[src/rtl/uart_link_switch.sv]
// uart_link_switch: crossbar for NUM_PORTS master/slave UART segment pairs.
// Route tables are validated as permutations and applied only when every line is idle.
module uart_link_switch #(
   parameter  int NUM_PORTS             = 2,
   parameter  int UART_CLOCKS_PER_PULSE = 5208,
   parameter  int FRAME_BITS            = 10,
   localparam int SEL_W                 = $clog2(NUM_PORTS)
) (
   input  logic                       clk,
   input  logic                       rst,
   input  logic [NUM_PORTS-1:0]       m_tx,
   input  logic [NUM_PORTS-1:0]       s_tx,
   output logic [NUM_PORTS-1:0]       m_rx,
   output logic [NUM_PORTS-1:0]       s_rx,
   input  logic [NUM_PORTS*SEL_W-1:0] cfg_route,
   input  logic                       cfg_valid,
   output logic                       cfg_ready,
   output logic                       cfg_err,
   output logic                       route_pending,
   output logic                       link_busy,
   output logic [NUM_PORTS-1:0]       err_sticky,
   input  logic                       err_clr
);
   localparam int L         = 2 * NUM_PORTS;
   localparam int FRAME_LEN = FRAME_BITS * UART_CLOCKS_PER_PULSE;
   localparam int CNT_W     = $clog2(FRAME_LEN);

   function automatic logic [NUM_PORTS*SEL_W-1:0] rst_route();
      rst_route = '0;
      for (int i = 0; i < NUM_PORTS; i++) rst_route[i*SEL_W +: SEL_W] = SEL_W'((i + 1) % NUM_PORTS);
   endfunction
   localparam logic [NUM_PORTS*SEL_W-1:0] ROUTE_RST = rst_route();

   typedef enum logic [1:0] {IDLE, FRAME, BRK} trk_t;

   logic [L-1:0] sync1, line, last, armed, start, brk_in, busy, fwd;
   logic [1:0] rdy;
   trk_t st [L];
   trk_t st_n [L];
   logic [CNT_W-1:0] cnt [L];
   logic [CNT_W-1:0] cnt_n [L];
   logic [NUM_PORTS*SEL_W-1:0] route, shadow;
   logic [NUM_PORTS-1:0] used, m_nxt, s_nxt, fm, fs;
   logic pending, in_range, perm_ok;

   // A line is forwarded only once it has been seen idle after reset, so a
   // frame cut by reset never leaks out half-formed.
   always_ff @(posedge clk or posedge rst)
      if (rst) begin
         sync1 <= '1;
         line  <= '1;
         last  <= '1;
         armed <= '0;
         rdy   <= '0;
      end else begin
         sync1 <= {s_tx, m_tx};
         line  <= sync1;
         last  <= line;
         rdy   <= {rdy[0], 1'b1};
         armed <= armed | (line & {L{rdy[1]}});
      end

   assign fwd = line | ~armed;
   assign fm  = fwd[NUM_PORTS-1:0];
   assign fs  = fwd[L-1:NUM_PORTS];

   always_comb begin
      for (int i = 0; i < L; i++) begin
         start[i]  = st[i] == IDLE && armed[i] && last[i] && !line[i];
         brk_in[i] = st[i] == FRAME && cnt[i] == '0 && !line[i];
         busy[i]   = st[i] != IDLE;
         st_n[i]   = st[i];
         cnt_n[i]  = cnt[i];
         if (start[i]) begin
            st_n[i]  = FRAME;
            cnt_n[i] = CNT_W'(FRAME_LEN - 1);
         end else if (st[i] == FRAME) begin
            cnt_n[i] = cnt[i] == '0 ? cnt[i] : cnt[i] - 1'b1;
            st_n[i]  = cnt[i] != '0 ? FRAME : (line[i] ? IDLE : BRK);
         end else if (st[i] == BRK && line[i]) begin
            st_n[i] = IDLE;
         end
      end
   end

   always_ff @(posedge clk or posedge rst)
      if (rst) begin
         for (int i = 0; i < L; i++) begin
            st[i]  <= IDLE;
            cnt[i] <= '0;
         end
      end else begin
         st  <= st_n;
         cnt <= cnt_n;
      end

   assign link_busy = |busy;

   always_comb begin
      used     = '0;
      in_range = 1'b1;
      for (int i = 0; i < NUM_PORTS; i++) begin
         in_range = in_range && (32'(cfg_route[i*SEL_W +: SEL_W]) < NUM_PORTS);
         used[cfg_route[i*SEL_W +: SEL_W]] = 1'b1;
      end
      perm_ok = in_range && &used;
   end

   // The swap also waits out a start edge being detected this cycle, so a
   // frame's first bit and its remainder always share one route.
   always_ff @(posedge clk or posedge rst)
      if (rst) begin
         route   <= ROUTE_RST;
         shadow  <= ROUTE_RST;
         pending <= 1'b0;
         cfg_err <= 1'b0;
      end else begin
         cfg_err <= cfg_valid && !pending && !perm_ok;
         if (cfg_valid && !pending && perm_ok) begin
            shadow  <= cfg_route;
            pending <= 1'b1;
         end else if (pending && !link_busy && !(|start)) begin
            route   <= shadow;
            pending <= 1'b0;
         end
      end

   assign cfg_ready     = !pending;
   assign route_pending = pending;

   always_comb begin
      s_nxt = '1;
      m_nxt = '1;
      for (int i = 0; i < NUM_PORTS; i++) begin
         s_nxt[route[i*SEL_W +: SEL_W]] = fm[i];
         m_nxt[i] = fs[route[i*SEL_W +: SEL_W]];
      end
   end

   always_ff @(posedge clk or posedge rst)
      if (rst) begin
         m_rx       <= '1;
         s_rx       <= '1;
         err_sticky <= '0;
      end else begin
         m_rx       <= m_nxt;
         s_rx       <= s_nxt;
         err_sticky <= brk_in[NUM_PORTS-1:0] | (err_sticky & ~{NUM_PORTS{err_clr}});
      end
endmodule

[config.mk]
export PLATFORM = sky130hd
export DESIGN_NAME = uart_link_switch
export DESIGN_NICKNAME = d
export VERILOG_FILES = /design/src/rtl/uart_link_switch.sv
export SDC_FILE = /design/constraint.sdc
export NUM_CORES = 1
export LEC_CHECK = 0
export CORE_MARGIN = 5
export CORE_UTILIZATION = 55
export CTS_BUF_LIST = sky130_fd_sc_hd__clkbuf_4 sky130_fd_sc_hd__clkbuf_8 sky130_fd_sc_hd__clkbuf_16
export DETAILED_ROUTE_END_ITERATION = 10
export GPL_ROUTABILITY_DRIVEN = 1
export PLACE_DENSITY = 0.76
export SLEW_MARGIN = 20
export SYNTH_ARGS = -nofsm -noshare
export SYNTH_HDL_FRONTEND = slang
export SYNTH_SLANG_ARGS = --single-unit
export TNS_END_PERCENT = 10
[constraint.sdc]
create_clock -name clk -period 3.4 [get_ports clk]
set_input_delay 0.68 -clock clk [delete_from_list [all_inputs] [get_ports clk]]
set_output_delay 0.68 -clock clk [all_outputs]
set_load 0.03 [all_outputs]
== Word-level counts from Yosys, hierarchy flattened ==
Cells that the tools add are included.
W data, S select, Z words.

* Bits in registers: 102
* Input bits: 10
* Output and inout port bits: 10
* Logic and storage cells: 172

* $add $sub $neg: 4
* $lt $le $gt $ge: 8
* Equality and inequality tests: 12
* Mux-type cells: 47
* Bitwise logic cells: 11
* Reductions and logical operators: 70

{| class="wikitable"
|+ Operator list
! kind !! count
|-
| $mux W16 || 12
|-
| $logic_not A16 Y1 || 4
|-
| $reduce_bool A16 Y1 || 4
|-
| $sub A16 B1 Y16 const B || 4
|-
| $mux W2 || 20
|-
| $logic_and A1 B1 Y1 || 29
|-
| $reduce_bool A2 Y1 || 9
|-
| $reduce_and A2 Y1 || 6
|-
| $reduce_bool A3 Y1 || 4
|-
| $mux W1 || 10
|-
| $eq A2 B1 Y1 const B || 4
|-
| $eq A2 B2 Y1 const B || 4
|-
| $logic_not A1 Y1 || 8
|-
| $logic_not A2 Y1 || 4
|-
| $lt A1 B2 Y1 const B || 4
|-
| $ne A2 B2 Y1 const B || 4
|-
| $or A4 B4 Y4 || 2
|-
| $reduce_or A4 Y1 || 2
|-
| $or A2 B2 Y2 || 3
|-
| $and A4 B4 Y4 || 1
|-
| $demux W1 S1 || 4
|-
| $ge A1 B1 Y1 const B || 4
|-
| $not A2 Y2 || 2
|-
| $not A4 Y4 || 1
|-
| 3 further kinds || 3
|}

== Longest topological paths before layout ==
* Word-level depth: 9
* Depth in mapped cells: 8
* Mapped depth without buffers: 7

== Worst setup path before layout ==
OpenSTA, ideal clock, no wires.

* Kind: register -> register
* Start: register cnt[18] (netlist name)
* End: register cnt[26] (netlist name)
* Setup time: 125 ps
* Arrival: 2078 ps
* Required time: 3275 ps
* Slack: 1197 ps
* Cell stages (with the launch flop): 8
* Period minus slack after synthesis: 2203 ps
* Cells stage by stage: dfrtp_1 or4_1 buf_2 or4_4 buf_6 o2111ai_1 xor2_1 nor2_1

* Word-level cells in the longest chain between the ends: 4
* Elaborated cells between the ends (all ways): 7

{| class="wikitable"
|+ Ends and longest elaborated chain
! element !! RTL line !! text
|-
| start, declared || 40 || <nowiki>logic [CNT_W-1:0] cnt [L];</nowiki>
|-
| start signal, assigned || 94 || <nowiki>cnt <= cnt_n;</nowiki>
|-
| $sub A16 B1 Y16 || 78 || <nowiki>cnt_n[i] = cnt[i] == '0 ? cnt[i] : cnt[i] - 1'b1;</nowiki>
|-
| $mux W16 || 78 ||
|-
| $mux W16 || 77 || <nowiki>end else if (st[i] == FRAME) begin</nowiki>
|-
| $mux W16 || 74 || <nowiki>if (start[i]) begin</nowiki>
|}

Several ways; a longest one is shown, not always the timed one. The select of a mux whose other input is x is not followed.
A chain may end at the register's enable or synchronous reset.

== Worst setup path after layout ==
* Start: register st[0] (netlist name)
* End: output port link_busy

* Word-level cells in the longest chain between the ends: 2

{| class="wikitable"
|+ Ends and longest elaborated chain
! element !! RTL line !! text
|-
| start, declared || 38 || <nowiki>trk_t st [L];</nowiki>
|-
| start signal, assigned || 93 || <nowiki>st <= st_n;</nowiki>
|-
| $reduce_bool A2 Y1 || 71 || <nowiki>busy[i] = st[i] != IDLE;</nowiki>
|-
| $reduce_or A4 Y1 || 97 || <nowiki>assign link_busy = |busy;</nowiki>
|-
| end, declared || 20 || <nowiki>output logic link_busy,</nowiki>
|}

Every way passes these cells.

==> results.txt <==
Yosys top cell by area = dfrtp_1
fin crit period = 2.60 ns
total power = 3480 uW
Tcrit/Tclk final = 76.3%
TritonRoute pass-1 iters = 4
# resized after CTS = 0
largest net degree at the start of global routing = 54
post-synthesis cell type count = 56
status = finished, final reports clean
detailed placement HPWL = 6.46 mm
Main synth FF type = dfrtp_1
share of cells above drive strength 1 = 9.48%
post-synth top area share = 43.0%
clock tree buffer depth = 2
Max Fclk = 385 MHz
sequential share of the synthesized area = 52.7%
crit path cell chain = nor2_1 > nand4_1 > clkdlybuf4s50_1
clk_lat worst skew = 0.37 ns
Place WS = 1.01 ns
unrepaired setup endpoints after global routing = no
All-Layer GR Usage = 17.8%
fin. max-slew vios = 0
ANT nets after route = 0
Chip Height = 104 um
first-pass GRT wire length = 16.3 mm
postcts setup bufs = 0
asr flop ratio synth = 100%
DRC = 0
die span in x = 104 um
Worst Path Required = 2.72 ns
setup violators final = 0
die area = 0.0109 mm2
Critical Path AT = 1.92 ns
biggest cell delay along the critical path = 0.65 ns
vias per inst = 5.76
Mapped Cells = 491
Boundary Pins = 20
Inserted Clock Buffers = 9
vias in the first global route = 3537
DR vias = 3599
Hold Buf Count CTS = 0
min-delay worst type = reg2reg
Diodes inserted = 0
fin util = 61.9%
Worst setup EP type = primary output
CP Max Fanout = 9
CP delay by family, top = buffers and inverters
Slowest-stage cell, CP = clkdlybuf4s50_1
Initial Utilization = 56.3%
htree depth = 3
Synthesized Nets = 508
Clock Pin Slew Worst Setup and Hold Paths = 0.09 ns
Relative slew margins = 56.2%
GRT overflow = 0
initial antenna violation count = 0
CTS sink count = 102
syn_area_per_cell = 9.96 um2
area added between synthesis and finish = 9.83%
CTS tree = built
Post-synth EDFFs = 0
CP Class = reg2out
# Max-Cap Violations = 0
Leak = 0.00215 uW
Synth Cell Area = 0.00489 mm2
CP Launch Type = flop
Worst-Margin Slew = 0.657 ns
synth top area cells = dfrtp_1, dfstp_2, nand2_1
number of port buffers = 19
Nets = 529
placed instance area = 0.00519 mm2
Critical path buffers and inverters = 1
RePlAce Congestion = 0.834
post-route setup slack = 0.805 ns
pwr dens = 648 mW/mm2
Core Region = 0.00868 mm2
initial detailed-routing violation count = 132
DR WL/cell = 14.6 um
Rows = 34
worst vdd ir = 0.428 mV
setup TNS = 0 ns
Yosys reg bits = 102
clock skew = 0.0129 ns
Fillers = 752
Root Buffer = clkbuf_8
design area = 0.00537 mm2
DRT Wirelength = 9.16 mm
Yosys Warn Count = 0
number of hold violations in the final report = 0
## area by class of cell
type | instances | area [um2] | area share, %
Inverter | 18 | 70.1 | 1.31
Multi-Input combinational cell | 360 | 2200 | 40.9
Tap cell | 108 | 135 | 2.52
Sequential cell | 102 | 2570 | 48.0
Timing Repair Buffer | 21 | 218 | 4.06
Clock buffer | 11 | 139 | 2.59
Clock inverter | 5 | 36.3 | 0.676
## per-stage QoR
step                      hold slack, ns  cells
after floorplan                    0.331    491
after global placement             0.333    609
after detailed placement           0.335    609
after CTS                          0.356    625
after global routing               0.364    625
final                              0.354    625
## flip-flops by register name, indices dropped and copies added, names as in the netlist
| name | flops |
|---|---|
| sync1 | 4 |
| route_pending | 1 |
| s_rx | 2 |
| last | 4 |
| st | 8 |
| armed | 4 |
| line | 4 |
| rdy | 2 |
| err_sticky | 2 |
| cfg_err | 1 |
| route | 2 |
| shadow | 2 |
| cnt | 64 |
| m_rx | 2 |
## worst register-to-register path: stages (launching register included)
cell	delay, ns
dfrtp_1	0.44
or4_1	0.69
nor4_4	0.44
nand3_2	0.17
or4_1	0.43
a21oi_1	0.15
## layout by cell type, fill, tap and decap left out, drive strengths merged, types with 3 or more instances in the layout
cell type	instances
nor4b	6
clkinvlp	3
and2	5
dfrtp	84
nand3b	5
nor3	23
or3	5
nand3	20
ha	7
xnor2	16
o211ai	4
or4	9
a21oi	27
nand2	57
o21ai	16
and3	6
nand2b	4
xor2	14
nor2	53
a211oi	5
clkdlybuf4s50	19
nor2b	9
inv	19
nand4	11
a21o	4
dfstp	18
mux2i	12
nor4	10
clkbuf	11
a31oi	4
## layer usage
layer | part of all wire [%] | up-vias | global-route usage (%)
met2 | 48 | 42 | 29.3
met4 | 0.83 | 0 | 3.70
met1 | 48 | 1766 | 23.9
li1 | - | 1784 | -
met5 | 0 | - | 0
met3 | 3.0 | 7 | 4.47
## cell usage after synthesis (5+ instances only)
| cell | number |
|---|---|
| nand4_1 | 11 |
| nor4_1 | 8 |
| inv_1 | 18 |
| o21ai_0 | 14 |
| nor2_1 | 53 |
| and3_1 | 6 |
| nor4b_1 | 5 |
| nor3_1 | 23 |
| and2_1 | 5 |
| nand2_1 | 57 |
| xnor2_1 | 16 |
| a21oi_1 | 27 |
| mux2i_1 | 12 |
| nor2b_1 | 9 |
| xor2_1 | 14 |
| clkbuf_1 | 7 |
| or4_1 | 8 |
| ha_1 | 7 |
| nand3_1 | 19 |
| nand3b_1 | 5 |
| a211oi_1 | 5 |
| dfstp_2 | 18 |
| dfrtp_1 | 84 |
| or3_1 | 5 |
## cells by family after synthesis
logic type      after synthesis  synth area share, %
fa+ha+maj                     7                 1.79
mux                          14                 2.92
xor+xnor                     30                 5.37
buf+inv                      29                 2.41
flops                       102                 52.7
other cells                   1               0.0767
compound gates               74                 9.47
simple gates                234                 25.3
## path summary, 6_finish.rpt
path	from	end	slack, ns	cells past startpoint
max	st[0]	link_busy	0.80	3
max in group asynchronous	rst	last[0]	1.89	3
min reg2reg	rdy[0]	rdy[1]	0.35	0
max reg2reg	cnt[18]	cnt[29]	1.01	5
min	rdy[0]	rdy[1]	0.35	0
min in group asynchronous	rst	cnt[56]	0.76	2
## where the power goes
group | leakage (uW) | internal [uW] | total [uW] | switching (uW)
Sequential | 0.00115 | 1520 | 1830 | 305
Clock | 0.0000828 | 284 | 701 | 417
Combinational | 0.000919 | 421 | 948 | 527
Total | 0.00215 | 2230 | 3480 | 1250
No activity file was read; power rests on OpenSTA's default activity.
